[src/rtl/bcd_7seg_scan_if.sv]
// Display-side bus of bcd_7seg_scan: load/data/blank toward the driver,
// registered segment/enable/tick outputs back from it.
interface bcd_7seg_scan_if #(
   parameter int unsigned DIGITS = 4
);
   logic                  load;
   logic [4*DIGITS-1:0]   BCD;
   logic                  blank;
   logic [6:0]            Seg;
   logic [DIGITS-1:0]     An;
   logic                  slot_tick;

   modport master (
      output load, BCD, blank,
      input  Seg, An, slot_tick
   );

   modport slave (
      input  load, BCD, blank,
      output Seg, An, slot_tick
   );
endinterface

[src/rtl/bcd_7seg_scan.sv]
// Time-multiplexed multi-digit 7-segment driver.
// Captures DIGITS BCD nibbles on load, scans one digit per PRESCALE-cycle
// slot with a GUARD-cycle dark interval at the start of each slot, optional
// leading-zero blanking and a global blank input. All outputs are registered
// and reflect the scan position and data of the previous cycle.
// Macro BCD_7SEG_HEX_EN: when defined, codes 10-15 show hex glyphs A b C d E F;
// otherwise they show a dash.
module bcd_7seg_scan #(
   parameter int unsigned DIGITS   = 4,
   parameter int unsigned PRESCALE = 1000,
   parameter int unsigned GUARD    = 1,
   parameter int unsigned LZ_BLANK = 1
) (
   input  logic               clk,
   input  logic               rst,
   bcd_7seg_scan_if.slave     bus
);

   localparam int unsigned CNT_W = $clog2(PRESCALE);
   localparam int unsigned IDX_W = (DIGITS > 1) ? $clog2(DIGITS) : 1;

   localparam logic [CNT_W-1:0] CNT_LAST  = CNT_W'(PRESCALE - 1);
   localparam logic [CNT_W-1:0] CNT_GUARD = CNT_W'(GUARD);
   localparam logic [IDX_W-1:0] IDX_LAST  = IDX_W'(DIGITS - 1);

   logic [CNT_W-1:0]      cnt_q, cnt_d;
   logic [IDX_W-1:0]      idx_q, idx_d;
   logic [4*DIGITS-1:0]   data_q, data_d;
   logic [6:0]            seg_q, seg_d;
   logic [DIGITS-1:0]     an_q, an_d;
   logic                  tick_q, tick_d;

   logic [DIGITS-1:0]     lz_mask;
   logic [3:0]            nib;
   logic                  nib_blanked;
   logic                  slot_active;

   // Segment pattern {g,f,e,d,c,b,a} for one BCD code.
   function automatic logic [6:0] decode(input logic [3:0] code);
      logic [6:0] s;
      case (code)
         4'd0:    s = 7'b0111111;
         4'd1:    s = 7'b0000110;
         4'd2:    s = 7'b1011011;
         4'd3:    s = 7'b1001111;
         4'd4:    s = 7'b1100110;
         4'd5:    s = 7'b1101101;
         4'd6:    s = 7'b1111101;
         4'd7:    s = 7'b0000111;
         4'd8:    s = 7'b1111111;
         4'd9:    s = 7'b1101111;
`ifdef BCD_7SEG_HEX_EN
         4'd10:   s = 7'b1110111;
         4'd11:   s = 7'b1111100;
         4'd12:   s = 7'b0111001;
         4'd13:   s = 7'b1011110;
         4'd14:   s = 7'b1111001;
         default: s = 7'b1110001;
`else
         default: s = 7'b1000000;
`endif
      endcase
      return s;
   endfunction

   // Prescaler and digit index: cnt wraps each slot, idx advances on wrap.
   always_comb begin
      cnt_d = cnt_q + CNT_W'(1);
      idx_d = idx_q;
      if (cnt_q == CNT_LAST) begin
         cnt_d = '0;
         idx_d = (idx_q == IDX_LAST) ? '0 : idx_q + IDX_W'(1);
      end
   end

   // Display register capture; independent of the scan position.
   always_comb begin
      data_d = data_q;
      if (bus.load) begin
         data_d = bus.BCD;
      end
   end

   // Leading-zero mask: walk from the top digit down, blanking while every
   // nibble seen so far is zero. Digit 0 is never blanked.
   always_comb begin
      logic any_nz;
      any_nz  = 1'b0;
      lz_mask = '0;
      for (int unsigned j = 0; j < DIGITS; j++) begin
         if (data_q[4*(DIGITS-1-j) +: 4] != 4'd0) begin
            any_nz = 1'b1;
         end
         lz_mask[DIGITS-1-j] = (LZ_BLANK != 0) && ((DIGITS-1-j) != 0) && !any_nz;
      end
   end

   // Select the active digit's nibble and blanking flag.
   always_comb begin
      nib         = '0;
      nib_blanked = 1'b0;
      for (int unsigned j = 0; j < DIGITS; j++) begin
         if (idx_q == IDX_W'(j)) begin
            nib         = data_q[4*j +: 4];
            nib_blanked = lz_mask[j];
         end
      end
   end

   // Next output values from this cycle's scan position and data.
   always_comb begin
      slot_active = (cnt_q >= CNT_GUARD) && !bus.blank;
      an_d        = '0;
      for (int unsigned j = 0; j < DIGITS; j++) begin
         an_d[j] = slot_active && (idx_q == IDX_W'(j));
      end
      seg_d  = (slot_active && !nib_blanked) ? decode(nib) : '0;
      tick_d = (cnt_q == CNT_LAST);
   end

   // Scan position register.
   always_ff @(posedge clk) begin
      if (rst) begin
         cnt_q <= '0;
         idx_q <= '0;
      end else begin
         cnt_q <= cnt_d;
         idx_q <= idx_d;
      end
   end

   // Display data register.
   always_ff @(posedge clk) begin
      if (rst) begin
         data_q <= '0;
      end else begin
         data_q <= data_d;
      end
   end

   // Registered display outputs.
   always_ff @(posedge clk) begin
      if (rst) begin
         seg_q  <= '0;
         an_q   <= '0;
         tick_q <= 1'b0;
      end else begin
         seg_q  <= seg_d;
         an_q   <= an_d;
         tick_q <= tick_d;
      end
   end

   assign bus.Seg       = seg_q;
   assign bus.An        = an_q;
   assign bus.slot_tick = tick_q;

endmodule

[src/flat_wrapper.sv]
// flat-port wrapper written by rule: the top's interface ports become plain ports
module bcd_7seg_scan_flat 
#(
   parameter int unsigned DIGITS   = 4,
   parameter int unsigned PRESCALE = 1000,
   parameter int unsigned GUARD    = 1,
   parameter int unsigned LZ_BLANK = 1
)
  (clk, rst, bus_load, bus_BCD, bus_blank, bus_Seg, bus_An, bus_slot_tick);
  bcd_7seg_scan_if #(.DIGITS(DIGITS)) bus_i ();
  input  logic clk;
  input  logic rst;
  input wire logic [$bits(bus_i.load)-1:0] bus_load;
  input wire logic [$bits(bus_i.BCD)-1:0] bus_BCD;
  input wire logic [$bits(bus_i.blank)-1:0] bus_blank;
  output wire logic [$bits(bus_i.Seg)-1:0] bus_Seg;
  output wire logic [$bits(bus_i.An)-1:0] bus_An;
  output wire logic [$bits(bus_i.slot_tick)-1:0] bus_slot_tick;
  assign bus_i.load = bus_load;
  assign bus_i.BCD = bus_BCD;
  assign bus_i.blank = bus_blank;
  assign bus_Seg = bus_i.Seg;
  assign bus_An = bus_i.An;
  assign bus_slot_tick = bus_i.slot_tick;
  bcd_7seg_scan #(.DIGITS(DIGITS), .PRESCALE(PRESCALE), .GUARD(GUARD), .LZ_BLANK(LZ_BLANK)) u_core (.clk(clk), .rst(rst), .bus(bus_i));
endmodule
[config.mk]
export PLATFORM = sky130hd
export DESIGN_NAME = bcd_7seg_scan_flat
export DESIGN_NICKNAME = d
export VERILOG_FILES = /design/src/rtl/bcd_7seg_scan_if.sv /design/src/rtl/bcd_7seg_scan.sv /design/src/flat_wrapper.sv
export SDC_FILE = /design/constraint.sdc
export NUM_CORES = 1
export LEC_CHECK = 0
export BUFFER_PORTS_ARGS = -buffer_cell sky130_fd_sc_hd__clkbuf_2
export CAP_MARGIN = 20
export CORE_UTILIZATION = 35
export CTS_CLUSTER_SIZE = 40
export DETAILED_ROUTE_END_ITERATION = 10
export GPL_ROUTABILITY_DRIVEN = 0
export SYNTH_ARGS = -nofsm -noshare
export SYNTH_HDL_FRONTEND = slang
export SYNTH_SLANG_ARGS = --single-unit
[constraint.sdc]
create_clock -name clk -period 5.15 [get_ports clk]
set_clock_uncertainty 0.2 [all_clocks]
set_input_delay 1.545 -clock clk [delete_from_list [all_inputs] [get_ports clk]]
set_output_delay 1.545 -clock clk [all_outputs]
set_load 0.02 [all_outputs]
# Yosys cells after proc, flatten, opt, wreduce, memory -nomap -nowiden
# Memory sizes are Yosys's and may differ from the RTL's. A register that Yosys moved wholly into a read port is not among the register bits.
# Index checks and enable logic that the tools add are counted.
[classes] addsub=2 n_lt_le_gt_ge=1 n_eq_ne=4 n_mux=11 bitwise_logic=1 n_reduce_logical=17
[op_table] operator="4-bit 2-to-1 mux" n=4
[op_table] operator="4-bit nonzero test" n=3
[op_table] operator="10-bit by 1-bit adder with 10-bit output, second input constant" n=1
[op_table] operator="10-bit == test, second input constant" n=1
[op_table] operator="10-bit by 1-bit greater-or-equal comparator with 1-bit output, second input constant" n=1
[op_table] operator="1-bit logical AND" n=6
[op_table] operator="1-bit 2-to-1 mux" n=6
[op_table] operator="1-bit zero test" n=5
[op_table] operator="2-bit == test, second input constant" n=2
[op_table] operator="2-bit OR reduction" n=2
[op_table] operator="2-bit by 1-bit adder with 2-bit output, second input constant" n=1
[op_table] operator="2-bit by 1-bit == test with 1-bit output, second input constant" n=1
[op_table] operator="2-bit zero test" n=1
[op_table] operator="2-bit 2-to-1 mux" n=1
[op_table] operator="1-bit inverter" n=1
[totals] reg_bits=33 rom_bits=112 inputBits=20 word_cells=42 memories=1
[mem_list] memory="(name not given)" depth=16 width=7 rd=1 rd_ports_with_merged_regs=1 write_ports=0 line_no="bcd_7seg_scan.sv:41" text="case (code)"

# Logic depth before layout (Yosys ltp)
[depth] depth_word=12 depth_mapped=11 depth_no_buf=10

# Worst setup path after synthesis
# No wires, ideal clock.
[synth_timing] path_type="input port to flip-flop" from="input bus_load" to="register u_core.data_q[10]" setup_ns=0.128 t_arrival_ns=2.246 required_ns=4.822 slack_ns=2.577 path_stages=4 path_cell_list="buf_2 > buf_2 > mux2i_1 > nor2_1"
[synth_rtl] item="start, declared" line_no="flat_wrapper.sv:13" text="input wire logic [$bits(bus_i.load)-1:0] bus_load;"
[synth_rtl] item="end signal, assigned" line_no="bcd_7seg_scan.sv:137" text="data_q <= data_d;"
[synth_rtl] item="end, declared" line_no="bcd_7seg_scan.sv:28" text="logic [4*DIGITS-1:0] data_q, data_d;"

# Final worst setup path
[layout_timing] from="input rst" to="register u_core.seg_q[5], in the netlist u_core.bus.Seg[5]"
[layout_between] elab_chain_cells=1
[layout_rtl] item="start, declared" line_no="flat_wrapper.sv:12" text="input logic rst;"
[layout_rtl] item="2-bit OR reduction (no source line)"
[layout_rtl] item="end, declared" line_no="bcd_7seg_scan.sv:29" text="logic [6:0] seg_q, seg_d;"
# Every way passes these cells.
# A chain may end at the register's enable or synchronous reset.

==> run summary <==
top cell type's share of synthesized area = 40.5%
most numerous cell in the Yosys netlist = dfxtp_1
Worst path max stage delay = 410 ps
Initial Util = 36.1%
Netlist cell types = 45
root buffer cell = clkbuf_8
synth-to-layout area growth = 16.0%
Setup Fix Bufs, Post-CTS = 0
CTS tree = built
Comb pwr share = 10.7%
post-synthesis net count = 230
CTS Hold Bufs = 0
Period minus WS final = 2770 ps
Vias = 1433
Syn Area/Cell = 10.0 um^2
post-synthesis sequential area ratio = 40.5%
pre-CTS setup slack = 2050 ps
Yosys reg bits = 40
asr flop ratio synth = 0%
largest net degree at the start of global routing = 23
post-route cell area = 0.00229 mm^2
Cell Chain, Critical Path = clkbuf_2 > a311oi_2 > o21ai_1 > a211oi_1
DP Area = 0.00217 mm^2
number of global-route vias before repair = 1356
Rows = 27
# H-tree levels = 2
# nets final = 260
final worst slack = 2380 ps
critical path's slowest cell = a311oi_2
Peak VDD IR = 0.0879 mV
internal power = 528 uW
Slew @ Worst Pin = 558 ps
status = finished, final reports clean
Synth Flop Type = dfxtp_1
Final Util = 41.9%
final WL = 3670 um
clock latency on the worst-skew pair = 290 ps
Post-Syn Instances = 197
ant diodes = 0
ANT nets after route = 0
Worst slew margin = 62.8%
fin cells = 300
first-pass GRT wire length = 6400 um
Wirelength per Cell = 12.2 um
Synth Area in XOR/XNOR = 3.54%
share of power burned in registers = 48.8%
HP Class = reg2reg
gr usage total = 13.4%
# IOs = 32
Clk pwr share = 40.5%
core area = 0.00547 mm^2
Final period util = 53.9%
share of layout cells above drive strength 1 = 24.1%
mux cell area share after synthesis = 8.10%
die width = 77.2 um
fmax = 361 MHz
switch share = 22.6%
CP max FO = 22
main combinational cell family by area after synthesis = simple AND/OR/NAND/NOR gates
most frequent cells after synthesis = dfxtp_1 (40), nor2_1 (29), mux2i_1 (16), ha_1 (13)
die area = 0.00596 mm^2
final setup TNS = 0 ps
CTS sink count = 40
RSZ-0062 raised after global routing = no
clock slew at reported path FFs = 80 ps
Die Y = 77.2 um
ranking of synthesized cells by area = dfxtp_1 (40%), ha_1 (8.2%), mux2i_1 (8.1%)
Mapped Area = 0.00198 mm^2
initial antenna violation count = 0
global route total overflow = 0
largest area contributor in the netlist = dfxtp_1
Crit. End Element = flop
Hold Vio Cnt, Final = 0
sw power = 154 uW
placed cell count = 292
CP startpoint kind = primary input
via/cell ratio = 4.78
required time worst endpoint = 5150 ps
# setup viols final = 0
Synth Area in Simple Gates = 21.2%
post_cts resized = 0
TritonCTS Buffers = 5
crit path DAT = 2770 ps
area share of fa/ha/maj cells after synthesis = 8.22%
Yosys warnings = 0
kind of critical path = in2reg
Lkg Pwr = 0.000999 uW
Post-synth EDFFs = 0
max-slew violation count = 0
Synth Area in Compound Gates = 14.2%
port bufs = 31
Pre-Repair DR Iteration Count = 4
Cell Pwr Density = 297 mW/mm^2
Max Cap Viol = 0
Max clock buf depth = 2
Final HPWL DP = 2750 um
DRC = 0
First DRT Iteration DRCs = 62
## flip-flops by register name, indices dropped and copies added, names as in the netlist
register              count
u_core.data_q            16
u_core.cnt_q             10
u_core.bus.Seg            7
u_core.bus.An             4
u_core.idx_q              2
u_core.bus.slot_tick      1
## stage by stage
step / total power, uW / hold WS, ps
6_report: 681 / 291
5_1_grt: 712 / 341
4_1_cts: 692 / 298
3_5_place_dp: 413 / 270
3_3_place_gp: 413 / 267
2_1_floorplan: 390 / 245
## cells by family after synthesis
logic type               Yosys count
AO/OA/AOI/OAI                     29
adder cells (fa/ha/maj)           13
XOR/XNOR                           8
AND/OR/NAND/NOR                   75
buffers and inverters             16
multiplexers                      16
flip-flops                        40
## worst max-delay path, delay by kind of cell
family / cells / cell delay (ps)
AOI/OAI and AO/OA: 3 / 930
buffers and inverters: 1 / 280
## power groups by stage
stage,clock (uW),combinational (uW),sequential (uW)
after floorplan,0,47.7,343
after global placement,0,73.3,339
after detailed placement,0,73.3,340
after CTS,286,74.1,332
after global routing,295,82.6,334
final,276,73.2,332
## final timing paths
| kind | startpoint | end | slack (ps) | cells after the start |
|---|---|---|---|---|
| setup reg to reg | u_core.idx_q[1] | u_core.bus.Seg[3] | 2680 | 10 |
| hold reg to reg | u_core.cnt_q[0] | u_core.cnt_q[0] | 290 | 1 |
| setup / recovery | rst | u_core.bus.Seg[5] | 2380 | 4 |
| hold / removal | u_core.cnt_q[0] | u_core.cnt_q[0] | 290 | 1 |
## placed cells by master (no fill, tap or decap), types with 2 or more instances in the layout
master / synthesis / routed
nand4_1: 2 / 2
inv_1: 8 / 8
clkbuf_8: 0 / 7
nand3b_1: 2 / 2
a21oi_1: 3 / 3
and2_1: 5 / 5
dfxtp_1: 40 / 40
o221ai_1: 2 / 2
and2_2: 2 / 2
nor3_1: 3 / 3
a22o_1: 2 / 2
nor2_1: 29 / 29
a211oi_2: 2 / 2
xnor2_1: 5 / 5
mux2i_1: 16 / 16
nand2_1: 8 / 8
o21ai_1: 2 / 2
ha_1: 13 / 13
nand3b_4: 2 / 2
nor3b_1: 2 / 2
clkbuf_2: 0 / 31
nor4_1: 5 / 5
nand3_1: 5 / 5
xor2_1: 3 / 3
a211oi_1: 6 / 6
a211o_4: 3 / 3
nor2b_1: 2 / 2
a21o_1: 2 / 2
## metal layers
| metal | vias up | wire [um] | track usage [%] |
|---|---|---|---|
| met2 | 29 | 1610 | 20.4 |
| met5 | - | 0 | 0 |
| met4 | 0 | 21 | 4.53 |
| li1 | 757 | - | - |
| met3 | 4 | 154 | 3.45 |
| met1 | 643 | 1880 | 18.3 |
## area by class of cell
cell class	instances	area, um^2
Clock buffer	7	96.3
Clock inverter	1	30.0
Fill cell	562	3180
Inverter	8	30.0
Multi-Input combinational cell	141	1090
Sequential cell	40	801
Tap cell	72	90.1
Timing Repair Buffer	31	155
No activity file was read; power rests on OpenSTA's default activity.
